## src/rtl/sgmii_link_monitor.sv

```systemverilog
// SGMII RX link supervisor: qualifies CDR lock/signal after PCS reset, re-resets the RX path on loss or lock timeout.
// Define SGMII_LINK_MON_RETRY_LIMIT_EN to give up (sticky fail) after RETRY_MAX consecutive re-resets.
module sgmii_link_monitor #(
  parameter int LOCK_WAIT    = 1024,
  parameter int LOCK_TIMEOUT = 65536,
  parameter int LOS_FILTER   = 8,
  parameter int RST_PULSE    = 16,
  parameter int RETRY_MAX    = 7
) (
  input  logic       clk,
  input  logic       rst_n,
  input  logic       tx_pcs_rst_in,
  input  logic       rx_pcs_rst_in,
  input  logic       rx_cdr_lol,
  input  logic       rx_los_low,
  output logic       rx_serdes_rst_out,
  output logic       rx_pcs_rst_out,
  output logic       link_ok,
  output logic [3:0] retry_cnt,
  output logic       fail
);

  localparam int GW = $clog2(LOCK_WAIT);
  localparam int TW = $clog2(LOCK_TIMEOUT);
  localparam int BW = (LOS_FILTER > 1) ? $clog2(LOS_FILTER) : 1;
  localparam int PW = (RST_PULSE > 1) ? $clog2(RST_PULSE) : 1;

  localparam logic [GW-1:0] GOOD_LAST = GW'(LOCK_WAIT - 1);
  localparam logic [TW-1:0] TO_LAST   = TW'(LOCK_TIMEOUT - 1);
  localparam logic [BW-1:0] BAD_LAST  = BW'(LOS_FILTER - 1);
  localparam logic [PW-1:0] PH_LAST   = PW'(RST_PULSE - 1);

  if (LOCK_WAIT < 2 || LOCK_TIMEOUT <= LOCK_WAIT || LOS_FILTER < 1 ||
      RST_PULSE < 1 || RETRY_MAX < 1 || RETRY_MAX > 15) begin : g_param_check
    $error("sgmii_link_monitor: illegal parameter set");
  end

  typedef enum logic [2:0] {
    S_IDLE,
    S_WAIT_LOCK,
    S_LINK_UP,
    S_RX_RST_SERDES,
    S_RX_RST_PCS
`ifdef SGMII_LINK_MON_RETRY_LIMIT_EN
    , S_FAIL
`endif
  } state_t;

  state_t          state, state_nxt;
  logic [GW-1:0]   good_cnt, good_nxt;
  logic [TW-1:0]   to_cnt, to_nxt;
  logic [BW-1:0]   bad_cnt, bad_nxt;
  logic [PW-1:0]   ph_cnt, ph_nxt;
  logic [3:0]      retry_nxt;
  logic [1:0]      lol_sync, los_sync;
  logic            bad, pcs_rst, enter_rst;

  // Synchronizers come out of reset reporting "bad" so nothing qualifies on stale levels.
  always_ff @(posedge clk or negedge rst_n) begin
    if (!rst_n) begin
      lol_sync <= 2'b11;
      los_sync <= 2'b11;
    end else begin
      lol_sync <= {lol_sync[0], rx_cdr_lol};
      los_sync <= {los_sync[0], rx_los_low};
    end
  end

  assign bad     = lol_sync[1] | los_sync[1];
  assign pcs_rst = tx_pcs_rst_in | rx_pcs_rst_in;

  always_comb begin
    state_nxt = state;
    good_nxt  = good_cnt;
    to_nxt    = to_cnt;
    bad_nxt   = bad_cnt;
    ph_nxt    = ph_cnt;
    retry_nxt = retry_cnt;
    enter_rst = 1'b0;

    if (pcs_rst) begin
      state_nxt = S_IDLE;
      retry_nxt = '0;
    end else begin
      case (state)
        S_IDLE: state_nxt = S_WAIT_LOCK;
        S_WAIT_LOCK: begin
          good_nxt = bad ? '0 : good_cnt + 1'b1;
          to_nxt   = to_cnt + 1'b1;
          if (!bad && good_cnt == GOOD_LAST) begin
            state_nxt = S_LINK_UP;
            retry_nxt = '0;
          end else if (to_cnt == TO_LAST) begin
            enter_rst = 1'b1;
          end
        end
        S_LINK_UP: begin
          bad_nxt = bad ? bad_cnt + 1'b1 : '0;
          if (bad && bad_cnt == BAD_LAST) enter_rst = 1'b1;
        end
        S_RX_RST_SERDES: begin
          ph_nxt = ph_cnt + 1'b1;
          if (ph_cnt == PH_LAST) state_nxt = S_RX_RST_PCS;
        end
        S_RX_RST_PCS: begin
          ph_nxt = ph_cnt + 1'b1;
          if (ph_cnt == PH_LAST) state_nxt = S_WAIT_LOCK;
        end
`ifdef SGMII_LINK_MON_RETRY_LIMIT_EN
        S_FAIL: state_nxt = S_FAIL;
`endif
        default: state_nxt = S_IDLE;
      endcase

      if (enter_rst) begin
`ifdef SGMII_LINK_MON_RETRY_LIMIT_EN
        if (retry_cnt >= 4'(RETRY_MAX)) begin
          state_nxt = S_FAIL;
          retry_nxt = 4'(RETRY_MAX);
        end else begin
          state_nxt = S_RX_RST_SERDES;
          retry_nxt = retry_cnt + 4'd1;
        end
`else
        state_nxt = S_RX_RST_SERDES;
        retry_nxt = (retry_cnt == 4'hF) ? 4'hF : retry_cnt + 4'd1;
`endif
      end
    end

    // Every state entry starts its run/phase counters from zero, so none can wrap.
    if (state_nxt != state) begin
      good_nxt = '0;
      to_nxt   = '0;
      bad_nxt  = '0;
      ph_nxt   = '0;
    end
  end

  always_ff @(posedge clk or negedge rst_n) begin
    if (!rst_n) begin
      state             <= S_IDLE;
      good_cnt          <= '0;
      to_cnt            <= '0;
      bad_cnt           <= '0;
      ph_cnt            <= '0;
      retry_cnt         <= '0;
      link_ok           <= 1'b0;
      rx_serdes_rst_out <= 1'b0;
      rx_pcs_rst_out    <= 1'b0;
    end else begin
      state             <= state_nxt;
      good_cnt          <= good_nxt;
      to_cnt            <= to_nxt;
      bad_cnt           <= bad_nxt;
      ph_cnt            <= ph_nxt;
      retry_cnt         <= retry_nxt;
      link_ok           <= (state_nxt == S_LINK_UP);
      rx_serdes_rst_out <= (state_nxt == S_RX_RST_SERDES);
      rx_pcs_rst_out    <= (state_nxt == S_RX_RST_PCS);
    end
  end

`ifdef SGMII_LINK_MON_RETRY_LIMIT_EN
  always_ff @(posedge clk or negedge rst_n) begin
    if (!rst_n) fail <= 1'b0;
    else        fail <= (state_nxt == S_FAIL);
  end
`else
  assign fail = 1'b0;
`endif

endmodule

```

## config.mk

```make
export PLATFORM = sky130hd
export DESIGN_NAME = sgmii_link_monitor
export DESIGN_NICKNAME = d
export VERILOG_FILES = /design/src/rtl/sgmii_link_monitor.sv
export SDC_FILE = /design/constraint.sdc
export NUM_CORES = 1
export LEC_CHECK = 0
export CAP_MARGIN = 20
export CORE_AREA = 2 2 87 80
export DETAILED_ROUTE_END_ITERATION = 10
export DIE_AREA = 0 0 89 82
export DONT_BUFFER_PORTS = 1
export MAX_ROUTING_LAYER = met4
export PLACE_DENSITY = 0.53
export SKIP_LAST_GASP = 1
export SYNTH_ARGS = -nofsm -noshare
export SYNTH_HDL_FRONTEND = slang
export SYNTH_SLANG_ARGS = --single-unit
export TNS_END_PERCENT = 30
```

## constraint.sdc

```tcl
create_clock -name clk -period 5.8 [get_ports clk]
set_input_delay 1.45 -clock clk [delete_from_list [all_inputs] [get_ports clk]]
set_output_delay 1.45 -clock clk [all_outputs]
set_load 0.005 [all_outputs]
```

### After elaboration in Yosys (flattened, before gate mapping)

Index checks and enable logic that the tools add are counted.

| operators by class | value |
|---|---|
| add/subtract/negate cells | 5 |
| equal/unequal tests | 14 |
| muxes and demuxes | 30 |
| bitwise operators | 2 |
| reduce and logical (&&, ||, !) cells | 14 |

Operator list:

| kind | count |
|---|---|
| $mux 16 | 3 |
| $mux 10 | 4 |
| $mux 4 | 8 |
| $mux 3 | 9 |
| $add 16x1->16 const B | 1 |
| $eq 16x16->1 const B | 1 |
| $pmux 3 s5 | 1 |
| $eq 3x2->1 const B | 4 |
| $add 10x1->10 const B | 1 |
| $eq 10x10->1 const B | 1 |
| $eq 3x3->1 const B | 3 |
| $add 4x1->4 const B | 2 |
| $eq 4x4->1 const B | 2 |
| $reduce_and 2->1 | 4 |
| $reduce_bool 2->1 | 3 |
| $reduce_bool 3->1 | 2 |
| $mux 1 | 4 |
| $add 3x1->3 const B | 1 |
| $eq 3x1->1 const B | 1 |
| $logic_not 3->1 | 1 |
| $ne 3x3->1 | 1 |
| $logic_and 1x1->1 | 2 |
| $ne 2x1->1 const B | 1 |
| $or 1x1->1 | 2 |
| 3 further kinds | 3 |

| word-level totals | value |
|---|---|
| register bits | 47 |
| input port bits | 6 |
| output and inout port bits | 8 |

### Longest topological paths before layout

| logic depth | value |
|---|---|
| depth after elaboration | 11 |
| gate-level depth with buffers | 8 |

### Worst setup path before layout

No wires, ideal clock.

| timing path | value |
|---|---|
| kind | input-to-reg |
| start point | input rx_pcs_rst_in |
| end point | register bad_cnt[0] |
| setup time | 125 ps |
| data arrival time | 2843 ps |
| setup slack | 2832 ps |
| cell stages on the path | 7 |
| path buffers | 3 |
| path through | or2_2 > clkbuf_1 > clkbuf_1 > o21a_1 > a21oi_1 > buf_2 > nor3_1 |

| between the ends | value |
|---|---|
| cells in the longest elaborated chain, start to end | 5 |
| elaborated cells on any way between the ends | 7 |
| those cells by class | 2 x eq/ne; 2 x mux; 1 x bitwise; 2 x reduce/logical |

Ends and longest elaborated chain:

| item | line | source |
|---|---|---|
| from (decl) | 13 | `input logic rx_pcs_rst_in,` |
| $or 1x1->1 * | 70 | `assign pcs_rst = tx_pcs_rst_in \| rx_pcs_rst_in;` |
| $mux 3 | 81 | `if (pcs_rst) begin` |
| $ne 3x3->1 | 132 | `if (state_nxt != state) begin` |
| $ne 2x1->1 (no line) or $reduce_bool 2->1 (tied branches) | -- |  |
| $reduce_and 2->1 (no line) | -- |  |
| to (signal assigned) | 155 | `bad_cnt <= bad_nxt;` |
| to (decl) | 52 | `logic [BW-1:0] bad_cnt, bad_nxt;` |

Mark *: on every way between the ends. The rest lies on a longest branch, timed or not.
A chain may end at the register's enable or synchronous reset.

### Final worst setup path

| timing path | value |
|---|---|
| start point | input rx_pcs_rst_in |
| end point | register good_cnt[9] |

| between the ends | value |
|---|---|
| cells in the longest elaborated chain, start to end | 5 |
| elaborated cells on any way between the ends | 7 |
| those cells by class | 2 x eq/ne; 2 x mux; 1 x bitwise; 2 x reduce/logical |

Ends and longest elaborated chain:

| item | line | source |
|---|---|---|
| $or 1x1->1 * | 70 |  |
| $mux 3 | 81 |  |
| $ne 3x3->1 | 132 |  |
| $ne 2x1->1 (no line) or $reduce_bool 2->1 (tied branches) | -- |  |
| $reduce_and 2->1 (no line) | -- |  |
| to (signal assigned) | 153 | `good_cnt <= good_nxt;` |
| to (decl) | 50 | `logic [GW-1:0] good_cnt, good_nxt;` |

Marked as above.

==> out/qor.yml <==
cts_tree: "yes"
die_y_um: 82
synth_edf_count: 0
setup.worst_path.start_class: "input port"
fin_area_um2: 2690
rsz0062_at_grt: "no"
peakVddDrop_uv: 78.5
vias_per_cell: 5.41
core-area_um2: 6450
grt_antenna_before_repair: 0
vias: 1903
io_pins: 14
clk_latency_ps: 310
antenna_cells: 0
use_met1: 0.243
place_area_um2: 2570
drive_gt1_frac: 0.115
end_kind: "flip-flop"
critPathKind: "in -> reg"
multi_input_area_um2: 1240
setup_tns_ps: 0
grtUsageTotal: 0.167
drt-wirelength-per-cell_um: 14.8
dieArea_um2: 7300
syn_inst: 264
grt-ovfl-total: 0
hpwl_mm: 3.52
cts_hold_buf: 0
worstHoldPathCells: 0
numCtsBuffers: 5
yosys_warnings: 0
fill_cells: 661
dpl.cell_count: 343
synth_cell_types: 49
gp_congestion: 0.848
slew_headroom: 0.537
clk_pin_slew_ps: 90
finalWirelength_mm: 5.22
synth_fp_nets: 276
yosysSeqAreaShare: 0.473
ys_ff_latch: 47
p_per_area_nw_per_um2: 212
gr-usage-met2: 0.237
critPathMaxFanout: 26
stdcell_count: 352
ant_nets: 0
grt_pass1_wl_mm: 9.16
setup_ws_ps: 2900
fin_crit_sh: 0.500
postCtsSetupBuffers: 0
area_growth_pct: 7.46
fin_skew_ps: 21.6
drtIter0Drc: 116
setup_violations: 0
cts.sinks: 47
status: "complete, no violations"
holdWs_ps: 359
top_usage_layer: "met1"
place_ws_ps: 2310
cp.required_ps: 5970
cts_buffer_depth: 2
total_leakage_power_nw: 1.08
slew_violations: 0
grt_max_degree: 48
grt_pass1_vias: 1828
finalHoldViolCount: 0
initial_core_util: 0.388
max_cap_violations: 0
arrival_ps: 3080
port_buffers: 0
h-tree-depth: 2
async_flop_share: 1.00
cts-resized-gates: 0
synth-main-ff-cell: "dfrtp_1"
netlist_area_um2: 2500
tightest_slew_ps: 689
finalNetCount: 273
finalCriticalPeriod_ps: 2900
seq_area_um2: 1180
min-delay-path-class: "reg -> reg"
num_rows: 28
rr_worst_depth: 7
drtPass1Iterations: 4
drc: 0
met3_usage: 0.0332
dieWidth_um: 89
cts-root-buf: "clkbuf_8"
fmax_ghz: 0.345
avgSynthCellArea_um2: 9.46
## state kept, by name, summed over array words and instances (netlist names)
signal,flops
retry_cnt,4
to_cnt,16
good_cnt,10
ph_cnt,4
link_ok,1
los_sync,2
state,3
bad_cnt,3
rx_serdes_rst_out,1
lol_sync,2
rx_pcs_rst_out,1
## placed cells by master, fill, tap and decap left out, types with 3 or more instances in the layout
master	netlist	routed
or2_2	3	3
a22oi_1	3	3
dfstp_2	4	4
clkbuf_8	0	6
dfrtp_1	43	43
and3_1	8	8
nand2_1	22	22
nand4_1	8	8
xor2_1	11	11
nand3_1	8	8
a21oi_1	17	15
inv_1	5	5
ha_1	6	6
xnor2_1	8	8
nor2_1	16	16
nor3_1	40	40
o21ai_0	10	10
## worst max-delay path, cell delays in order
cell,delay (ps)
nor2_1,330
nand2_1,310
o22ai_1,230
a21oi_2,120
buf_4,260
a2111oi_0,370
## cells by family (layout without fill, tap and decap cells)
| family | after synthesis | count (layout) | synth area share |
|---|---|---|---|
| simple gates | 126 | 126 | 0.273 |
| flops | 47 | 47 | 0.473 |
| compound gates | 45 | 45 | 0.115 |
| xor+xnor | 19 | 19 | 0.0666 |
| buf+inv | 18 | 16 | 0.0325 |
| fa+ha+maj | 6 | 6 | 0.0300 |
| mux | 2 | 2 | 0.00801 |
| other cells | 1 | 1 | 0.00150 |
## layout make-up
class | count | share of cell area
multi-input combinational | 199 | 0.463
sequential | 47 | 0.440
tap | 90 | 0.0419
clock buffer | 6 | 0.0308
timing repair buffer | 3 | 0.0112
inverter | 5 | 0.00699
clock inverter | 2 | 0.00606
## layer usage
layer / wire [um] / vias to the layer above
met5: 0 / -
met1: 2720 / 909
met3: 222 / 8
met2: 2210 / 38
met4: 72 / 0
li1: - / 948
## path summary, 6_finish.rpt
path | start | endpoint | slack (ps)
worst max-delay path | rx_pcs_rst_in | good_cnt[9]$_DFFE_PN0P_ | 2900
worst min-delay path | los_sync[0]$_DFF_PN1_ | los_sync[1]$_DFF_PN1_ | 360
worst max register to register | good_cnt[0]$_DFFE_PN0P_ | good_cnt[9]$_DFFE_PN0P_ | 3120
worst min register to register | los_sync[0]$_DFF_PN1_ | los_sync[1]$_DFF_PN1_ | 360
max in group asynchronous | rst_n | lol_sync[1]$_DFF_PN1_ | 4790
min in group asynchronous | rst_n | bad_cnt[0]$_DFFE_PN0P_ | 820
## Yosys cell counts (2+ instances only)
cell       instances  area share
a2111oi_0          2      0.0070
a21oi_1           17       0.034
a22oi_1            3      0.0090
a31oi_1            2      0.0050
and3_1             8       0.020
and4_1             2      0.0070
buf_2              8       0.016
clkbuf_1           3      0.0045
dfrtp_1           43        0.43
dfstp_2            4       0.042
ha_1               6       0.030
inv_1              5      0.0075
mux2i_1            2      0.0080
nand2_1           22       0.033
nand3_1            8       0.016
nand3b_1           2      0.0060
nand4_1            8       0.020
nand4b_1           2      0.0070
nor2_1            16       0.024
nor3_1            40       0.080
nor4_1             2      0.0050
o211ai_1           2      0.0060
o21ai_0           10       0.020
o22ai_1            2      0.0050
or2_2              3      0.0075
or3b_2             2      0.0070
xnor2_1            8       0.028
xor2_1            11       0.039
## where the power goes
group	switching (mW)	internal [mW]	total, mW
sequential	0.00265	0.331	0.334
combinational	0.0153	0.00554	0.0209
clock	0.118	0.0975	0.215
total	0.135	0.434	0.570
## through the flow
step	power, mW	utilization
final	0.570	0.417
after global routing	0.591	0.417
after CTS	0.577	0.414
after detailed placement	0.361	0.399
after global placement	0.361	0.399
after floorplan	0.356	-
No activity file was read; power rests on OpenSTA's default activity.
